[config.mk]
export PLATFORM = sky130hd
export DESIGN_NAME = fpu_issue_ctrl_flat
export DESIGN_NICKNAME = d
export VERILOG_FILES = /design/src/rtl/fpu_issue_ctrl_if.sv /design/src/rtl/fpu_issue_ctrl.sv /design/src/flat_wrapper.sv
export SDC_FILE = /design/constraint.sdc
export NUM_CORES = 1
export LEC_CHECK = 0
export BUFFER_PORTS_ARGS = -buffer_cell sky130_fd_sc_hd__buf_2
export CAP_MARGIN = 40
export CORE_ASPECT_RATIO = 0.6
export CORE_MARGIN = 4
export CORE_UTILIZATION = 47
export CTS_BUF_LIST = sky130_fd_sc_hd__clkbuf_8
export CTS_CLUSTER_SIZE = 24
export DETAILED_ROUTE_END_ITERATION = 16
export PLACE_DENSITY = 0.76
export SLEW_MARGIN = 20
export SYNTH_ARGS = -nofsm -noshare
export SYNTH_HDL_FRONTEND = slang
export SYNTH_SLANG_ARGS = --single-unit
[constraint.sdc]
create_clock -name clock -period 5 [get_ports clock]
set_input_delay 0.75 -clock clock [delete_from_list [all_inputs] [get_ports clock]]
set_output_delay 0.75 -clock clock [all_outputs]
set_load 0.01 [all_outputs]
[src/rtl/fpu_issue_ctrl_if.sv]
// Decode-to-FPU issue interface: decode operands in, stall/forward/tag tracking out.
interface fpu_issue_ctrl_if #(
  parameter int unsigned STAGES = 3,
  parameter int unsigned AW     = 5,
  parameter int unsigned CW     = 5
);
  logic                 id_valid;
  logic [AW-1:0]        id_fs;
  logic [AW-1:0]        id_ft;
  logic                 id_use_fs;
  logic                 id_use_ft;
  logic [AW-1:0]        id_fd;
  logic                 id_wf;
  logic                 id_div;
  logic                 id_sqrt;
  logic                 ext_stall;
  logic                 stall;
  logic                 fwd_a;
  logic                 fwd_b;
  logic [STAGES*AW-1:0] e_n;
  logic [STAGES-1:0]    e_w;
  logic [AW-1:0]        wb_n;
  logic                 wb_w;
  logic                 busy;
  logic [CW-1:0]        count;

  modport master (
    output id_valid, id_fs, id_ft, id_use_fs, id_use_ft, id_fd, id_wf,
           id_div, id_sqrt, ext_stall,
    input  stall, fwd_a, fwd_b, e_n, e_w, wb_n, wb_w, busy, count
  );

  modport slave (
    input  id_valid, id_fs, id_ft, id_use_fs, id_use_ft, id_fd, id_wf,
           id_div, id_sqrt, ext_stall,
    output stall, fwd_a, fwd_b, e_n, e_w, wb_n, wb_w, busy, count
  );
endinterface

[src/rtl/fpu_issue_ctrl.sv]
// FPU issue/hazard controller: tracks destination tags through e1..eSTAGES and wb,
// stalls decode on RAW hazards or iterative div/sqrt, and selects last-stage forwarding.
module fpu_issue_ctrl #(
  parameter int unsigned STAGES      = 3,
  parameter int unsigned AW          = 5,
  parameter int unsigned DIV_CYCLES  = 16,
  parameter int unsigned SQRT_CYCLES = 16,
  parameter int unsigned CW          = 5
) (
  input  logic              clock,
  input  logic              resetn,
  fpu_issue_ctrl_if.slave   io
);

  logic [STAGES-1:0][AW-1:0] tag_q;
  logic [STAGES-1:0]         w_q;
  logic [AW-1:0]             wb_n_q;
  logic                      wb_w_q;
  logic                      busy_q;
  logic [CW-1:0]             count_q;

  logic [STAGES-1:0] hit_a, hit_b;
  logic              early_a, early_b, last_a, last_b;
  logic              raw_a, raw_b, stall_c, issue_c;

  // Per-stage tag match; any hit younger than the last stage is a hazard,
  // a hit only in the last stage is forwardable.
  always_comb begin
    hit_a = '0;
    hit_b = '0;
    for (int k = 0; k < STAGES; k++) begin
      hit_a[k] = w_q[k] && (tag_q[k] == io.id_fs);
      hit_b[k] = w_q[k] && (tag_q[k] == io.id_ft);
    end
  end

  assign early_a = |hit_a[STAGES-2:0];
  assign early_b = |hit_b[STAGES-2:0];
  assign last_a  = hit_a[STAGES-1] & ~early_a;
  assign last_b  = hit_b[STAGES-1] & ~early_b;

  assign raw_a   = io.id_valid & io.id_use_fs & early_a;
  assign raw_b   = io.id_valid & io.id_use_ft & early_b;
  assign stall_c = io.id_valid & (raw_a | raw_b | busy_q);
  assign issue_c = io.id_valid & ~stall_c & ~io.ext_stall;

  always_ff @(posedge clock or negedge resetn) begin
    if (!resetn) begin
      tag_q   <= '0;
      w_q     <= '0;
      wb_n_q  <= '0;
      wb_w_q  <= 1'b0;
      busy_q  <= 1'b0;
      count_q <= '0;
    end else begin
      if (!busy_q) begin
        tag_q[0] <= issue_c ? io.id_fd : '0;
        w_q[0]   <= issue_c & io.id_wf;
        if (issue_c && io.id_div) begin
          count_q <= CW'(DIV_CYCLES - 1);
          busy_q  <= (DIV_CYCLES > 1);
        end else if (issue_c && io.id_sqrt) begin
          count_q <= CW'(SQRT_CYCLES - 1);
          busy_q  <= (SQRT_CYCLES > 1);
        end
      end else begin
        // e1 holds the iterating op; the stage behind it sees bubbles.
        count_q <= count_q - CW'(1);
        busy_q  <= (count_q > CW'(1));
      end
      tag_q[1] <= busy_q ? '0 : tag_q[0];
      w_q[1]   <= busy_q ? 1'b0 : w_q[0];
      for (int k = 2; k < STAGES; k++) begin
        tag_q[k] <= tag_q[k-1];
        w_q[k]   <= w_q[k-1];
      end
      wb_n_q <= tag_q[STAGES-1];
      wb_w_q <= w_q[STAGES-1];
    end
  end

  assign io.stall = stall_c;
  assign io.fwd_a = io.id_valid & io.id_use_fs & last_a;
  assign io.fwd_b = io.id_valid & io.id_use_ft & last_b;
  assign io.e_n   = tag_q;
  assign io.e_w   = w_q;
  assign io.wb_n  = wb_n_q;
  assign io.wb_w  = wb_w_q;
  assign io.busy  = busy_q;
  assign io.count = count_q;

endmodule
[src/flat_wrapper.sv]
// flat-port wrapper written by rule: the top's interface ports become plain ports
module fpu_issue_ctrl_flat 
#(
  parameter int unsigned STAGES      = 3,
  parameter int unsigned AW          = 5,
  parameter int unsigned DIV_CYCLES  = 16,
  parameter int unsigned SQRT_CYCLES = 16,
  parameter int unsigned CW          = 5
)
  (clock, resetn, io_id_valid, io_id_fs, io_id_ft, io_id_use_fs, io_id_use_ft, io_id_fd, io_id_wf, io_id_div, io_id_sqrt, io_ext_stall, io_stall, io_fwd_a, io_fwd_b, io_e_n, io_e_w, io_wb_n, io_wb_w, io_busy, io_count);
  fpu_issue_ctrl_if #(.STAGES(STAGES), .AW(AW), .CW(CW)) io_i ();
  input  logic clock;
  input  logic resetn;
  input wire logic [$bits(io_i.id_valid)-1:0] io_id_valid;
  input wire logic [$bits(io_i.id_fs)-1:0] io_id_fs;
  input wire logic [$bits(io_i.id_ft)-1:0] io_id_ft;
  input wire logic [$bits(io_i.id_use_fs)-1:0] io_id_use_fs;
  input wire logic [$bits(io_i.id_use_ft)-1:0] io_id_use_ft;
  input wire logic [$bits(io_i.id_fd)-1:0] io_id_fd;
  input wire logic [$bits(io_i.id_wf)-1:0] io_id_wf;
  input wire logic [$bits(io_i.id_div)-1:0] io_id_div;
  input wire logic [$bits(io_i.id_sqrt)-1:0] io_id_sqrt;
  input wire logic [$bits(io_i.ext_stall)-1:0] io_ext_stall;
  output wire logic [$bits(io_i.stall)-1:0] io_stall;
  output wire logic [$bits(io_i.fwd_a)-1:0] io_fwd_a;
  output wire logic [$bits(io_i.fwd_b)-1:0] io_fwd_b;
  output wire logic [$bits(io_i.e_n)-1:0] io_e_n;
  output wire logic [$bits(io_i.e_w)-1:0] io_e_w;
  output wire logic [$bits(io_i.wb_n)-1:0] io_wb_n;
  output wire logic [$bits(io_i.wb_w)-1:0] io_wb_w;
  output wire logic [$bits(io_i.busy)-1:0] io_busy;
  output wire logic [$bits(io_i.count)-1:0] io_count;
  assign io_i.id_valid = io_id_valid;
  assign io_i.id_fs = io_id_fs;
  assign io_i.id_ft = io_id_ft;
  assign io_i.id_use_fs = io_id_use_fs;
  assign io_i.id_use_ft = io_id_use_ft;
  assign io_i.id_fd = io_id_fd;
  assign io_i.id_wf = io_id_wf;
  assign io_i.id_div = io_id_div;
  assign io_i.id_sqrt = io_id_sqrt;
  assign io_i.ext_stall = io_ext_stall;
  assign io_stall = io_i.stall;
  assign io_fwd_a = io_i.fwd_a;
  assign io_fwd_b = io_i.fwd_b;
  assign io_e_n = io_i.e_n;
  assign io_e_w = io_i.e_w;
  assign io_wb_n = io_i.wb_n;
  assign io_wb_w = io_i.wb_w;
  assign io_busy = io_i.busy;
  assign io_count = io_i.count;
  fpu_issue_ctrl #(.STAGES(STAGES), .AW(AW), .DIV_CYCLES(DIV_CYCLES), .SQRT_CYCLES(SQRT_CYCLES), .CW(CW)) u_core (.clock(clock), .resetn(resetn), .io(io_i));
endmodule
==> metrics.csv, run 1 <==
metric;value;unit
pwr/cell area;473.0;nW/um^2
Fin. Hold Viols;0;
Int Pwr;0.0005537;W
top-count cell post-synth;dfrtp_1;
Remaining DRCs;0;
number of buffers created by CTS;5;
number of max-cap violations;0;
first-pass GRT wire length;5809;microns
Clock Path Buffers;2;
drt via density;5.248;
synth unique cells;29;
CTS tree;built;
area grow syn2layout;27.51;%
Synth Area in Compound Gates;9.796;%
crit path buf inv count;2;
Slew @ Worst Pin;756.9;ps
CP top delay family;simple AND/OR/NAND/NOR gates;
CP startpoint kind;input port;
Post-Route Setup TNS;0;ps
router iterations before antenna repair;4;
number of setup violations in the final report;0;
DP Wirelength;2807;microns
Final Max Tran Viols;0;
post-route ant nets;0;
htree depth;2;
slowest stage cell, crit path;nor4_1;
fmax;358.0;MHz
RD Place Congestion;0.8587;
Seq pwr share;45.8;%
WS Path Type;input port to primary output;
port bufs;56;
Total GRT Usage;18.65;%
asr flop ratio synth;100.0;%
crit share post-route;55.87;%
layout cells sized above 1;36.70;%
Post-CTS Hold Fix Bufs;0;
Final Skew;7.647;ps
mean area per synthesized cell;11.57;sq um
drt total wl;3546;microns
vias in the first global route;1228;
dominant cell type by area after synthesis;dfrtp_1;
simple-gate share of the synthesized area;16.70;%
worst path cell trace;buf_2 -> xor2_1 -> nor4_1 -> a22o_4 -> a211oi_1 -> nor2b_1 -> buf_2;
Synth Area in XOR/XNOR;19.68;%
via count;1207;
die area;4113;sq um
initial antenna violation count;0;
Comb power frac;34.1;%
nature of the critical path endpoint;primary output;
status;finished clean;
Sink Count;30;
Post-Synthesis Cells;127;
Synth top area share;51.11;%
IR Drop Worst-Case VDD;0.2114;mV
Hold WS;432.7;ps
nets;214;
largest family of logic cells by synthesized area;XOR/XNOR gates;
total grt overflow;0;
clock share of power;20.1;%
pin count of the biggest net entering global routing;31;
post_cts resized;0;
routed wire length per instance;15.42;microns
# diodes;0;
worst skew pair latency;280;ps
# IOs;57;
Static Leak;0.9390;nW
Final min period;2793;ps
# rows;15;
Syn Nets;153;
Post-synth EDFFs;0;
sw frac;37.51;%
clk slew on worst S/H paths;50;ps
peak fanout along the critical path;4;
Filler cells;249;
mux cell area share after synthesis;0;%
post-synthesis sequential area ratio;51.11;%
Req. time, crit path;4250;ps
core area;2928;sq um
Post CTS Setup Buffer Count;0;
drt first-iter violations;83;
multi-input logic area;703.2;sq um
die height;51.31;microns
synth cell count leaders;dfrtp_1 (30), xnor2_1 (20), xor2_1 (13);
ranking of synthesized cells by area;dfrtp_1 (51%), xnor2_1 (12%), xor2_1 (7.8%), a22o_1 (3.6%), nor2b_1 (3.4%);
root buf cell;clkbuf_8;
Critical Path AT;2040;ps
Hold Crit Class;flop to flop;
Psw;0.0003323;W
Horiz. Die Dim;80.17;microns
Synth Warn #;0;
slowest stage delay, CP;440;ps
FF+latch area;750.7;sq um
#FFs+latches synth;30;
Initial Utilization;50.17;%
predominant post-synthesis flop cell;dfrtp_1;
fraction of the mapped netlist area in adder cells;1.704;%
Rel. slew slack;49.54;%
most used cell, CP;buf_2;
RSZ-0062 raised after global routing;false;
Synth Cell Area;1469;sq um
==> worst register-to-register path: cells and delay by family, from the launching register on <==
kind	cells	cell delay [ps]
xor gates and xnor gates	1	180
DFF	1	440
and+or+nand+nor	2	750
AOI/OAI and AO/OA	2	460
==> layer usage <==
| metal | track usage (%) | share of wire [%] | vias up |
|---|---|---|---|
| li1 | - | - | 568 |
| met1 | 25.78 | 46 | 577 |
| met2 | 27.75 | 43 | 57 |
| met3 | 6.866 | 11 | 5 |
| met4 | 4.494 | 0.90 | 0 |
| met5 | 0 | 0 | - |
==> final timing paths <==
check | start | end | slack, ps | depth (start not counted)
min in group asynchronous | resetn | u_core.io.wb_n[2] | 490 | 1
max in group asynchronous | resetn | u_core.io.busy | 4090 | 1
worst max-delay path | io_id_fs[3] | io_stall | 2210 | 7
worst min register to register | u_core.io.e_w[2] | u_core.io.wb_w | 430 | 0
worst max register to register | u_core.io.e_n[7] | u_core.io.count[4] | 3060 | 5
worst min-delay path | u_core.io.e_w[2] | u_core.io.wb_w | 430 | 0
==> cell usage in the layout, fill, tap and decap left out, drive strengths merged <==
cell	Yosys	layout
clkinv	0	2
or4	1	1
a211oi	1	1
and3	3	3
nand3	3	3
nand2	6	6
dfrtp	30	30
a22o	7	7
o21a	2	2
inv	2	2
a31oi	1	1
buf	0	56
ha	2	2
clkbuf	2	5
nor2	4	4
xor2	13	13
nand4	5	5
o22ai	1	1
nor3	2	2
o21ai	6	6
or2	1	1
o22a	1	1
nor2b	8	8
xnor2	20	20
nand2b	1	1
nor4	5	5
==> sequential cells by signal, summed over array words and instances (netlist names) <==
register	cells
u_core.io.busy	1
u_core.io.count	5
u_core.io.e_n	15
u_core.io.e_w	3
u_core.io.wb_n	5
u_core.io.wb_w	1
==> stage by stage <==
stage               total power, W  util [%]  std cells  instance area, sq um  setup slack (ps)
floorplan                0.0005799         -        127                  1469              2502
global placement         0.0006969     61.28        223                  1794              2229
detailed placement       0.0007138     61.28        223                  1794              2217
CTS                      0.0008922     63.97        230                  1873              2212
global route             0.0009540     63.97        230                  1873              2095
finish                   0.0008860     63.97        230                  1873              2207
==> power by group through the flow <==
stage	Clock [W]	Combinational [W]	Sequential (W)
final	0.000178	0.000302	0.000406
after detailed placement	0	0.000305	0.000409
after global routing	0.000196	0.000340	0.000418
after global placement	0	0.000295	0.000402
after floorplan	0	0.000172	0.000408
after CTS	0.000181	0.000306	0.000405
==> area by class of cell <==
class / count / share of cell area (%)
Inverter: 2 / 0.4008
Clock inverter: 2 / 0.5344
Clock buffer: 5 / 3.674
Multi-Input combinational cell: 93 / 37.54
Timing Repair Buffer: 56 / 14.96
Sequential cell: 30 / 40.08
Tap cell: 42 / 2.806
==> cells by family after synthesis <==
kind of cell	after synthesis
simple gates	39
xor+xnor	33
flops	30
compound gates	19
buf+inv	4
fa+ha+maj	2
Note: power is estimated with default switching activity, not from simulation.
==> inputs of run 2 (changes only) <==
Settings changed: CORE_UTILIZATION 47 to 45, PLACE_DENSITY 0.76 to 0.77.
Clock period 5 ns to 2.55 ns, I/O delays scaled along.
==> metrics.csv, run 2 (synthesis gave the netlist of run 1 again) <==
metric;value;unit;change
vias in the first global route;1226;;-0.16%
router iterations before antenna repair;4;;unchanged
root buf cell;clkbuf_8;;
Reg2Reg Setup Slack;610;ps;-2450 ps
nets;214;;unchanged
Clock Path Buffers;2;;unchanged
total power;0.001868;W;+110%
via count;1191;;-1.3%
CTS tree;built;;
RD Place Congestion;0.8811;;+2.6%
commonest non-fill, non-tap cells in the layout;buf_2 (56), dfrtp_1 (30), xnor2_1 (20), xor2_1 (13), nor2b_1 (8);;
Reg2Reg Capture Point;u_core.io.count[4];;
drt total wl;3661;microns;+3.2%
# IOs;57;;unchanged
placed insts;223;;unchanged
drt via density;5.178;;-1.3%
status;finished clean;;
CP Launch Point;u_core.io.e_n[4];;
Req. time, crit path;2170;ps;-2080 ps
drt first-iter violations;83;;unchanged
Horiz. Die Dim;81.76;microns;+2.0%
CP endpoint;io_stall;;
layout cells sized above 1;36.70;%;unchanged
htree depth;2;;unchanged
WS Path Type;flop to primary output;;
worst path cell trace;xor2_1 -> nor4_1 -> a22o_4 -> a211oi_1 -> nor2b_1 -> buf_2;;
Remaining DRCs;0;;unchanged
Slew @ Worst Pin;700.3;ps;-56.60 ps
peak fanout along the critical path;5;;+1
Rel. slew slack;53.31;%;+3.8 points
Post-Route Setup TNS;0;ps;unchanged
area grow syn2layout;29.81;%;
number of max-cap violations;0;;unchanged
first-pass GRT wire length;5920;microns;+1.9%
# diodes;0;;unchanged
Post-CTS Hold Fix Bufs;0;;unchanged
pre-CTS WS;410.2;ps;-1807 ps
Total GRT Usage;19.18;%;+0.53 points
nature of the critical path endpoint;primary output;;
IR Drop Worst-Case VDD;0.5615;mV;+170%
die height;52.26;microns;+1.9%
Non-Filler Instances;230;;unchanged
pin count of the biggest net entering global routing;31;;unchanged
total grt overflow;0;;unchanged
Placed Area;1794;sq um;unchanged
post-route ant nets;0;;unchanged
Initial Utilization;48.92;%;-1.3 points
# rows;15;;unchanged
Critical Path AT;2020;ps;-20 ps
Final Max Tran Viols;0;;unchanged
crit share post-route;94.06;%;
Static Leak;0.9525;nW;+1.4%
Post-Layout Inst Area;1907;sq um;+1.8%
Post CTS Setup Buffer Count;0;;unchanged
routed wire length per instance;15.92;microns;+3.2%
Fin. Hold Viols;0;;unchanged
post_cts resized;0;;unchanged
fmax;416.9;MHz;
die area;4272;sq um;+3.9%
Reg2Reg Depth;5;;unchanged
max reg flops;15;;unchanged
number of buffers created by CTS;5;;unchanged
slowest stage cell, crit path;nor4_1;;
most common cell after layout, fill and taps aside;buf_2;;
DP Wirelength;2803;microns;-0.17%
initial antenna violation count;0;;unchanged
slowest stage delay, CP;530;ps;+90 ps
Final Skew;6.877;ps;-0.7699 ps
Hold Crit Class;input port to async pin;;
core area;3003;sq um;+2.6%
RSZ-0062 raised after global routing;false;;
CP startpoint kind;flop;;
pwr/cell area;979.4;nW/um^2;+110%
number of setup violations in the final report;0;;unchanged
worst skew pair latency;280;ps;about the same
Final min period;2399;ps;
final worst slack;151.5;ps;-2055 ps
port bufs;56;;unchanged
Sink Count;30;;unchanged
RR Startpoint;u_core.io.e_n[7];;
clk slew on worst S/H paths;60;ps;about the same
[run 2: changes by cell type in the layout (fill, tap and decap cells not counted)]
cell	before	now
bufinv_16	0	1
clkbuf_8	5	6
clkinv_2	2	0
[run 2: layout make-up]
type	count	area (sq um)
flip-flops and latches	30	750.7
multi-input cells	93	703.2
clock inverters	1	30.03
repair buffers	56	280.3
fillers	255	1096
well taps	42	52.55
inverters	2	7.507
clock buffers	6	82.58
[run 2: worst max-delay path: cells and delay by family (launching register included)]
kind	cells	cell delay [ps]
AND/OR/NAND/NOR	2	680
flip-flops	1	450
AO/OA/AOI/OAI	2	290
XOR/XNOR	1	180
buffers and inverters	1	140
[run 2: how the worst min path moves through the flow]
stage | start | endpoint | cells after the start
after detailed placement | u_core.io.e_w[2] | u_core.io.wb_w | 0
after floorplan | resetn | u_core.io.busy | 0
after CTS | resetn | u_core.io.e_n[7] | 1
after global routing | resetn | u_core.io.e_n[7] | 1
final | resetn | u_core.io.e_n[7] | 1
after global placement | u_core.io.e_w[2] | u_core.io.wb_w | 0
[run 2: through the flow]
step	util, %	hold slack [ps]
floorplan	-	86.91
global placement	59.75	413.3
detailed placement	59.75	411.9
CTS	63.50	146.6
global route	63.50	172.2
finish	63.50	122.0
[run 2: layer usage]
metal | share of wire, % | global-route usage [%] | vias up
met5 | 0 | 0 | -
met4 | 0.79 | 7.182 | 0
met3 | 10 | 6.357 | 3
met2 | 44 | 27.48 | 52
met1 | 44 | 26.81 | 569
li1 | - | - | 567
[run 2: report_power, final]
| part | switching (W) | internal [W] | total (W) | leakage (nW) |
|---|---|---|---|---|
| clock | 0.000167 | 0.000312 | 0.000479 | 0.0573 |
| sequential | 0.000191 | 0.000599 | 0.000791 | 0.399 |
| combinational | 0.000293 | 0.000304 | 0.000598 | 0.496 |
| total | 0.000652 | 0.00122 | 0.00187 | 0.953 |
